==> src/rtl/hazard_pkg.sv <==
// Shared types and constants for the pipeline hazard controller.
// Optional feature macro: HAZARD_MULDIV_EN (multi-cycle mul/div stall sequencing).
package hazard_pkg;

  // Register-number width of the 32-entry register file.
  localparam int unsigned REG_W = 5;

  // Legal bounds of MD_LAT, the total number of EX cycles a mul/div takes.
  localparam int unsigned MD_LAT_MIN = 2;
  localparam int unsigned MD_LAT_MAX = 15;

  // Width of the mul/div occupancy down-counter. It must hold MD_LAT_MAX-2.
  localparam int unsigned MD_CNT_W = 4;

  typedef enum logic [0:0] {
    RUN     = 1'b0,
    MD_BUSY = 1'b1
  } hz_state_t;

endpackage

==> src/rtl/hazard_ctrl_if.sv <==
// Hazard-control bundle between the pipeline datapath and hazard_ctrl.
// master: the hazard controller (drives enables/flushes/status, reads hazard sources).
// slave : the pipeline datapath (drives hazard sources and perf_clr, reads controls).
interface hazard_ctrl_if #(
  parameter int unsigned CNT_W = 16
);
  import hazard_pkg::*;

  logic [REG_W-1:0] id_rs;
  logic [REG_W-1:0] id_rt;
  logic             id_uses_rs;
  logic             id_uses_rt;
  logic             id_jump;
  logic             ex_memread;
  logic [REG_W-1:0] ex_rt;
  logic             ex_br_taken;
  logic             ex_md_start;
  logic             perf_clr;

  logic             pc_we;
  logic             ifid_we;
  logic             idex_we;
  logic             ifid_flush;
  logic             idex_flush;
  logic             exmem_flush;
  logic             md_busy;
  logic             md_done;
  logic [CNT_W-1:0] stall_cycles;

  modport master (
    input  id_rs, id_rt, id_uses_rs, id_uses_rt, id_jump,
    input  ex_memread, ex_rt, ex_br_taken, ex_md_start, perf_clr,
    output pc_we, ifid_we, idex_we, ifid_flush, idex_flush, exmem_flush,
    output md_busy, md_done, stall_cycles
  );

  modport slave (
    output id_rs, id_rt, id_uses_rs, id_uses_rt, id_jump,
    output ex_memread, ex_rt, ex_br_taken, ex_md_start, perf_clr,
    input  pc_we, ifid_we, idex_we, ifid_flush, idex_flush, exmem_flush,
    input  md_busy, md_done, stall_cycles
  );

endinterface

==> src/rtl/hazard_ctrl_lu_detect.sv <==
// lu_detect: combinational load-use comparator.
// Ports: ID source registers and their use flags, EX load flag and its
// destination register; lu is high when the ID instruction needs the load result.
// Register 0 is hard-wired zero and never creates a dependency.
module lu_detect
  import hazard_pkg::*;
(
  input  logic [REG_W-1:0] id_rs,
  input  logic [REG_W-1:0] id_rt,
  input  logic             id_uses_rs,
  input  logic             id_uses_rt,
  input  logic             ex_memread,
  input  logic [REG_W-1:0] ex_rt,
  output logic             lu
);

  assign lu = ex_memread && (ex_rt != '0) &&
              ((id_uses_rs && (id_rs == ex_rt)) ||
               (id_uses_rt && (id_rt == ex_rt)));

endmodule

==> src/rtl/hazard_ctrl.sv <==
// hazard_ctrl: pipeline hazard controller and stall sequencer for the 5-stage core.
// Ports: clk, reset (async, active-low), hif (hazard_ctrl_if.master) carrying the
// hazard sources, the PC/IF/ID/EX/MEM enables and flushes, mul/div status and the
// saturating stall-cycle counter.
// Control outputs are combinational from state and inputs so stalls act in the
// detection cycle. Optional macro HAZARD_MULDIV_EN adds mul/div EX occupancy sequencing.
module hazard_ctrl
  import hazard_pkg::*;
#(
  parameter int unsigned MD_LAT = 4,
  parameter int unsigned CNT_W  = 16
) (
  input  logic          clk,
  input  logic          reset,
  hazard_ctrl_if.master hif
);

  if ((MD_LAT < MD_LAT_MIN) || (MD_LAT > MD_LAT_MAX)) begin : g_md_lat_bad
    $error("hazard_ctrl: MD_LAT out of legal range");
  end

  logic             lu;
  logic             md_stall;
  logic             pc_we;
  logic             ifid_we;
  logic             idex_we;
  logic             ifid_flush;
  logic             idex_flush;
  logic             exmem_flush;
  logic             md_busy;
  logic             md_done;
  logic [CNT_W-1:0] stall_cnt;

  lu_detect u_lu_detect (
    .id_rs      (hif.id_rs),
    .id_rt      (hif.id_rt),
    .id_uses_rs (hif.id_uses_rs),
    .id_uses_rt (hif.id_uses_rt),
    .ex_memread (hif.ex_memread),
    .ex_rt      (hif.ex_rt),
    .lu         (lu)
  );

`ifdef HAZARD_MULDIV_EN
  hz_state_t           state;
  hz_state_t           state_nxt;
  logic [MD_CNT_W-1:0] md_cnt;
  logic [MD_CNT_W-1:0] md_cnt_nxt;

  // State and occupancy counter register; reset aborts any mul/div sequence.
  always_ff @(posedge clk or negedge reset) begin
    if (!reset) begin
      state  <= RUN;
      md_cnt <= '0;
    end else begin
      state  <= state_nxt;
      md_cnt <= md_cnt_nxt;
    end
  end
`else
  logic unused_md_start;
  assign unused_md_start = hif.ex_md_start;
`endif

  // Next-state and per-cycle control, in priority order.
  always_comb begin
    pc_we       = 1'b1;
    ifid_we     = 1'b1;
    idex_we     = 1'b1;
    ifid_flush  = 1'b0;
    idex_flush  = 1'b0;
    exmem_flush = 1'b0;
    md_busy     = 1'b0;
    md_done     = 1'b0;
    md_stall    = 1'b0;
`ifdef HAZARD_MULDIV_EN
    state_nxt   = state;
    md_cnt_nxt  = md_cnt;

    // ex_md_start stays high while the mul/div is held, so it is only looked at in RUN.
    // A taken branch alongside it is illegal; the branch wins and nothing is loaded.
    unique case (state)
      RUN: begin
        if (hif.ex_md_start) begin
          md_stall = 1'b1;
          if (!hif.ex_br_taken) begin
            state_nxt  = MD_BUSY;
            md_cnt_nxt = MD_CNT_W'(MD_LAT - 2);
          end
        end
      end
      MD_BUSY: begin
        if (md_cnt != '0) begin
          md_stall   = 1'b1;
          md_cnt_nxt = md_cnt - MD_CNT_W'(1);
        end else begin
          md_done   = 1'b1;
          state_nxt = RUN;
        end
      end
      default: state_nxt = RUN;
    endcase
`endif

    if (hif.ex_br_taken) begin
      ifid_flush = 1'b1;
      idex_flush = 1'b1;
    end else if (md_stall) begin
      pc_we       = 1'b0;
      ifid_we     = 1'b0;
      idex_we     = 1'b0;
      exmem_flush = 1'b1;
      md_busy     = 1'b1;
    end else if (lu) begin
      // One bubble: hold PC and IF/ID, squash the dependent op entering EX.
      pc_we      = 1'b0;
      ifid_we    = 1'b0;
      idex_flush = 1'b1;
    end else if (hif.id_jump) begin
      ifid_flush = 1'b1;
    end

    // Hold the whole pipeline frozen and drained while in reset.
    if (!reset) begin
      pc_we       = 1'b0;
      ifid_we     = 1'b0;
      idex_we     = 1'b0;
      ifid_flush  = 1'b1;
      idex_flush  = 1'b1;
      exmem_flush = 1'b1;
      md_busy     = 1'b0;
      md_done     = 1'b0;
    end
  end

  // Saturating count of cycles with the PC held; clear beats increment.
  always_ff @(posedge clk or negedge reset) begin
    if (!reset) begin
      stall_cnt <= '0;
    end else if (hif.perf_clr) begin
      stall_cnt <= '0;
    end else if (!pc_we && (stall_cnt != '1)) begin
      stall_cnt <= stall_cnt + CNT_W'(1);
    end
  end

  assign hif.pc_we        = pc_we;
  assign hif.ifid_we      = ifid_we;
  assign hif.idex_we      = idex_we;
  assign hif.ifid_flush   = ifid_flush;
  assign hif.idex_flush   = idex_flush;
  assign hif.exmem_flush  = exmem_flush;
  assign hif.md_busy      = md_busy;
  assign hif.md_done      = md_done;
  assign hif.stall_cycles = stall_cnt;

endmodule

==> src/flat_wrapper.sv <==
// flat-port wrapper written by rule: the top's interface ports become plain ports
module hazard_ctrl_flat import hazard_pkg::*;
#(
  parameter int unsigned MD_LAT = 4,
  parameter int unsigned CNT_W  = 16
)
  (clk, reset, hif_id_rs, hif_id_rt, hif_id_uses_rs, hif_id_uses_rt, hif_id_jump, hif_ex_memread, hif_ex_rt, hif_ex_br_taken, hif_ex_md_start, hif_perf_clr, hif_pc_we, hif_ifid_we, hif_idex_we, hif_ifid_flush, hif_idex_flush, hif_exmem_flush, hif_md_busy, hif_md_done, hif_stall_cycles);
  hazard_ctrl_if #(.CNT_W(CNT_W)) hif_i ();
  input  logic clk;
  input  logic reset;
  input wire logic [$bits(hif_i.id_rs)-1:0] hif_id_rs;
  input wire logic [$bits(hif_i.id_rt)-1:0] hif_id_rt;
  input wire logic [$bits(hif_i.id_uses_rs)-1:0] hif_id_uses_rs;
  input wire logic [$bits(hif_i.id_uses_rt)-1:0] hif_id_uses_rt;
  input wire logic [$bits(hif_i.id_jump)-1:0] hif_id_jump;
  input wire logic [$bits(hif_i.ex_memread)-1:0] hif_ex_memread;
  input wire logic [$bits(hif_i.ex_rt)-1:0] hif_ex_rt;
  input wire logic [$bits(hif_i.ex_br_taken)-1:0] hif_ex_br_taken;
  input wire logic [$bits(hif_i.ex_md_start)-1:0] hif_ex_md_start;
  input wire logic [$bits(hif_i.perf_clr)-1:0] hif_perf_clr;
  output wire logic [$bits(hif_i.pc_we)-1:0] hif_pc_we;
  output wire logic [$bits(hif_i.ifid_we)-1:0] hif_ifid_we;
  output wire logic [$bits(hif_i.idex_we)-1:0] hif_idex_we;
  output wire logic [$bits(hif_i.ifid_flush)-1:0] hif_ifid_flush;
  output wire logic [$bits(hif_i.idex_flush)-1:0] hif_idex_flush;
  output wire logic [$bits(hif_i.exmem_flush)-1:0] hif_exmem_flush;
  output wire logic [$bits(hif_i.md_busy)-1:0] hif_md_busy;
  output wire logic [$bits(hif_i.md_done)-1:0] hif_md_done;
  output wire logic [$bits(hif_i.stall_cycles)-1:0] hif_stall_cycles;
  assign hif_i.id_rs = hif_id_rs;
  assign hif_i.id_rt = hif_id_rt;
  assign hif_i.id_uses_rs = hif_id_uses_rs;
  assign hif_i.id_uses_rt = hif_id_uses_rt;
  assign hif_i.id_jump = hif_id_jump;
  assign hif_i.ex_memread = hif_ex_memread;
  assign hif_i.ex_rt = hif_ex_rt;
  assign hif_i.ex_br_taken = hif_ex_br_taken;
  assign hif_i.ex_md_start = hif_ex_md_start;
  assign hif_i.perf_clr = hif_perf_clr;
  assign hif_pc_we = hif_i.pc_we;
  assign hif_ifid_we = hif_i.ifid_we;
  assign hif_idex_we = hif_i.idex_we;
  assign hif_ifid_flush = hif_i.ifid_flush;
  assign hif_idex_flush = hif_i.idex_flush;
  assign hif_exmem_flush = hif_i.exmem_flush;
  assign hif_md_busy = hif_i.md_busy;
  assign hif_md_done = hif_i.md_done;
  assign hif_stall_cycles = hif_i.stall_cycles;
  hazard_ctrl #(.MD_LAT(MD_LAT), .CNT_W(CNT_W)) u_core (.clk(clk), .reset(reset), .hif(hif_i));
endmodule
==> config.mk <==
export PLATFORM = sky130hd
export DESIGN_NAME = hazard_ctrl_flat
export DESIGN_NICKNAME = d
export VERILOG_FILES = /design/src/rtl/hazard_pkg.sv /design/src/rtl/hazard_ctrl_if.sv /design/src/rtl/hazard_ctrl_lu_detect.sv /design/src/rtl/hazard_ctrl.sv /design/src/flat_wrapper.sv
export SDC_FILE = /design/constraint.sdc
export NUM_CORES = 1
export LEC_CHECK = 0
export BUFFER_PORTS_ARGS = -buffer_cell sky130_fd_sc_hd__buf_4
export CAP_MARGIN = 15
export CORE_MARGIN = 2
export CORE_UTILIZATION = 44
export CTS_BUF_LIST = sky130_fd_sc_hd__clkbuf_4
export CTS_CLUSTER_SIZE = 16
export DETAILED_ROUTE_END_ITERATION = 12
export GPL_TIMING_DRIVEN = 0
export MAX_ROUTING_LAYER = met4
export PLACE_DENSITY = 0.78
export REMOVE_ABC_BUFFERS = 1
export SETUP_SLACK_MARGIN = 0.15
export SLEW_MARGIN = 20
export SYNTH_ARGS = -nofsm -noshare
export SYNTH_HDL_FRONTEND = slang
export SYNTH_SLANG_ARGS = --single-unit
==> constraint.sdc <==
create_clock -name clk -period 2 [get_ports clk]
set_input_delay 0.4 -clock clk [delete_from_list [all_inputs] [get_ports clk]]
set_output_delay 0.4 -clock clk [all_outputs]
set_load 0.005 [all_outputs]
==> results_tabular.tex <==
\begin{tabular}{lr}
\hline
Metric & Value \\
\hline
\multicolumn{2}{l}{\textbf{Outcome}} \\
Run status & finished with violations \\
Violated checks & setup timing \\
\multicolumn{2}{l}{\textbf{Clocking}} \\
Depth of the CTS H-tree & 1 \\
CTS max path bufs & 2 \\
Clock-pin slew on the worst setup and hold paths & 0.09 ns \\
TritonCTS clock tree & yes \\
Clock tree root buffer cell & clkbuf\_4 \\
Total clock buffers created by CTS & 3 \\
Clock network latency to the later pin of the worst-skew pair & 0.29 ns \\
Number of clock sinks & 16 \\
\multicolumn{2}{l}{\textbf{Critical path}} \\
Crit Path Category & input pin to output pin \\
Largest fanout on the critical path & 3 \\
Worst endpoint required time & 1.60 ns \\
Critical register-to-register path startpoint & u\_core.hif.stall\_cycles[1] \\
Reg2Reg Depth & 10 \\
Type of element capturing the critical path & output pin \\
Worst endpoint data arrival time & 1.60 ns \\
Setup slack on the worst flop-to-flop path & 0.02 ns \\
Critical register-to-register path endpoint & u\_core.hif.stall\_cycles[12] \\
Nature of the critical path startpoint & input pin \\
\multicolumn{2}{l}{\textbf{Min path}} \\
WHS Endpoint & u\_core.hif.stall\_cycles[14] \\
Path category of the worst min-delay check & input pin to flop \\
Start point of the worst hold path & hif\_perf\_clr \\
Cell count of the worst hold path & 2 \\
\multicolumn{2}{l}{\textbf{Finish}} \\
Total number of nets in the final design & 217 \\
Diode count & 0 \\
Post-synthesis to final-layout area growth & 64.08\% \\
Cell Count, Final, Fillers Out & 220 \\
Fraction of final layout cells with drive strength greater than 1 & 51.05\% \\
Number of flip-flops under the largest register name & 16 \\
\multicolumn{2}{l}{\textbf{GRT}} \\
Overall fraction of global-route tracks in use & 25.05\% \\
Global-route met1 utilization & 24.52\% \\
Pin count of the biggest net entering global routing & 17 \\
Vias in the first global route & 1,190 \\
Remaining global-route overflow & 0 \\
Initial antenna violation count & 0 \\
Met3 layer usage reported by global route & 1.944\% \\
GR met2 Demand/Resource & 49.39\% \\
Most congested layer reported by global routing & met2 \\
Wire length of the first global-routing pass & 4981 µm \\
\multicolumn{2}{l}{\textbf{Timing}} \\
Unrepaired setup endpoints after global routing & yes \\
Pin slew with the least headroom to its limit & 0.7793 ns \\
Max-slew violation count & 0 \\
Smallest setup slack after layout & -0.002759 ns \\
Period utilization & 100.1\% \\
Final setup vio count & 2 \\
Final setup TNS & -0.004687 ns \\
Final-report hold violation count & 0 \\
Relative slew margins & 47.88\% \\
F\_max & 499.3 MHz \\
Final Skew & 0.005662 ns \\
Final worst path period need & 2.003 ns \\
Minimum hold slack & 0.4126 ns \\
\multicolumn{2}{l}{\textbf{Placed design}} \\
Placed Cells & 194 \\
Global placer's final weighted congestion & 0.7404 \\
Number of I/O port buffers & 44 \\
Post-placement worst setup slack & -0.3063 ns \\
Placed wire-length estimate & 2001 µm \\
\multicolumn{2}{l}{\textbf{Floorplan}} \\
Initial Utilization & 45.53\% \\
Number of primary I/O pins & 48 \\
Site Rows & 18 \\
Core Box Area & 2410 µm² \\
Die Span Y & 53.94 µm \\
Area of the die & 2910 µm² \\
Die X-Extent & 53.94 µm \\
\multicolumn{2}{l}{\textbf{Synthesis}} \\
Most used flip-flop cell after synthesis & dfrtp\_1 \\
Gate Count Post-Synth & 127 \\
Share of synthesized area occupied by flip-flops and latches & 36.49\% \\
Count of cell types in the netlist & 35 \\
Yosys synthesis warning count & 0 \\
Post-synthesis async set-or-reset flop share & 100.0\% \\
Number of enable-type register cells in the synthesized netlist & 0 \\
Mean instance size in the synthesized netlist & 8.640 µm² \\
Register bit count reported by yosys & 16 \\
Total standard cell area after synthesis & 1097 µm² \\
\multicolumn{2}{l}{\textbf{Power and ir drop}} \\
Post-layout power & 0.0007108 W \\
Largest vdd supply drop & 0.0002785 V \\
Total power per unit cell area & 394.8 nW/µm² \\
Leak & 0.7811 nW \\
\multicolumn{2}{l}{\textbf{Detailed routing}} \\
DR WL/cell & 15.70 µm \\
Starting DRC count in detailed routing & 16 \\
DR vias & 1,266 \\
Aggregate routed wire length & 3453 µm \\
DRC errors left & 0 \\
Vias per cell & 5.755 \\
Number of iterations in the first detailed-routing pass & 4 \\
Post-route antenna net violation count & 0 \\
\multicolumn{2}{l}{\textbf{Flow run}} \\
Max-cap violations & 0 \\
\hline
\end{tabular}
==> layout by cell type, fill, tap and decap left out, types with 2 or more instances in the layout <==
cell type / count
or3_1: 8
nor3_4: 2
a21oi_4: 2
or3_4: 5
nor2_1: 5
nand2_1: 12
a21oi_1: 6
inv_1: 4
o21ai_1: 13
buf_4: 56
clkbuf_4: 3
nand3_1: 7
xnor2_1: 9
a21oi_2: 9
conb_1: 2
buf_6: 6
nand4_1: 3
dfrtp_1: 16
==> area by class of cell <==
| class | count | area, µm² |
|---|---|---|
| Timing Repair Buffer | 66 | 558.0 |
| Inverter | 4 | 15.01 |
| Tap cell | 30 | 37.54 |
| Sequential cell | 16 | 400.4 |
| Multi-Input combinational cell | 101 | 767.0 |
| Fill cell | 182 | 609.3 |
| Clock buffer | 3 | 22.52 |
==> Yosys cell counts, types with 3 or more instances <==
master	number	area, µm²
a21oi_2	3	26.28
nand3_1	8	40.04
xnor2_1	10	87.58
nand4_1	3	18.77
nand2_1	12	45.04
buf_4	4	30.03
o21ai_1	13	65.06
a21oi_1	12	60.06
nor2_1	6	22.52
or3_1	13	81.33
inv_1	4	15.01
dfrtp_1	16	400.4
==> through the flow <==
stage               instance area, µm²  utilization, %
floorplan                         1032               -
global placement                  1400           58.10
detailed placement                1400           58.10
CTS                               1743           72.33
global route                      1800           74.71
finish                            1800           74.71
==> cells by family (layout without fill, tap and decap cells) <==
| family | after synthesis | after routing | synth area share, % |
|---|---|---|---|
| xor gates and xnor gates | 11 | 11 | 8.780 |
| AOI/OAI and AO/OA | 35 | 36 | 20.18 |
| other | 1 | 2 | 0.3417 |
| DFF | 16 | 16 | 36.49 |
| and+or+nand+nor | 50 | 50 | 24.52 |
| muxes | 1 | 1 | 0.9122 |
| adders and majority gates | 1 | 1 | 1.140 |
| buffers and inverters | 12 | 73 | 7.639 |
==> worst max-delay path: stages <==
cell and delay (ns):
buf_8 0.10, or4_4 0.53, o21ai_4 0.17, nor2_1 0.08
a21oi_2 0.18, buf_4 0.14
==> timing repair <==
item                                    in CTS  in global routing
gates resized for setup                     25                 12
buffers inserted                            19                  1
endpoints found under the setup margin      19                 20
hold buffers                                 1                  0
hold endpoints to repair                    16                  0
gates cloned                                 2                  0
pin swaps                                   16                 10
==> power breakdown <==
group	total (W)	switching, W	internal [W]
logic	0.000207	0.0000880	0.000119
clock network	0.000171	0.000101	0.0000700
registers	0.000333	0.00000491	0.000328
total	0.000711	0.000194	0.000517
==> worst max path at each step <==
stage	from	endpoint	slack [ns]
global route	hif_ex_rt[4]	hif_ifid_we	-0.05
detailed placement	hif_ex_rt[0]	u_core.hif.stall_cycles[1]	-0.31
floorplan	hif_ex_rt[0]	u_core.hif.stall_cycles[1]	0.04
global placement	hif_ex_rt[0]	u_core.hif.stall_cycles[1]	-0.28
finish	hif_ex_rt[4]	hif_ifid_we	-0.003
CTS	hif_ex_rt[4]	hif_ifid_flush	-0.006
==> layer usage <==
| metal | wire length, µm | up-vias |
|---|---|---|
| met5 | 0 | - |
| met4 | 68 | 0 |
| met3 | 191 | 7 |
| met2 | 1954 | 58 |
| met1 | 1240 | 621 |
| li1 | - | 580 |
Power figures use the tool's default switching activity.
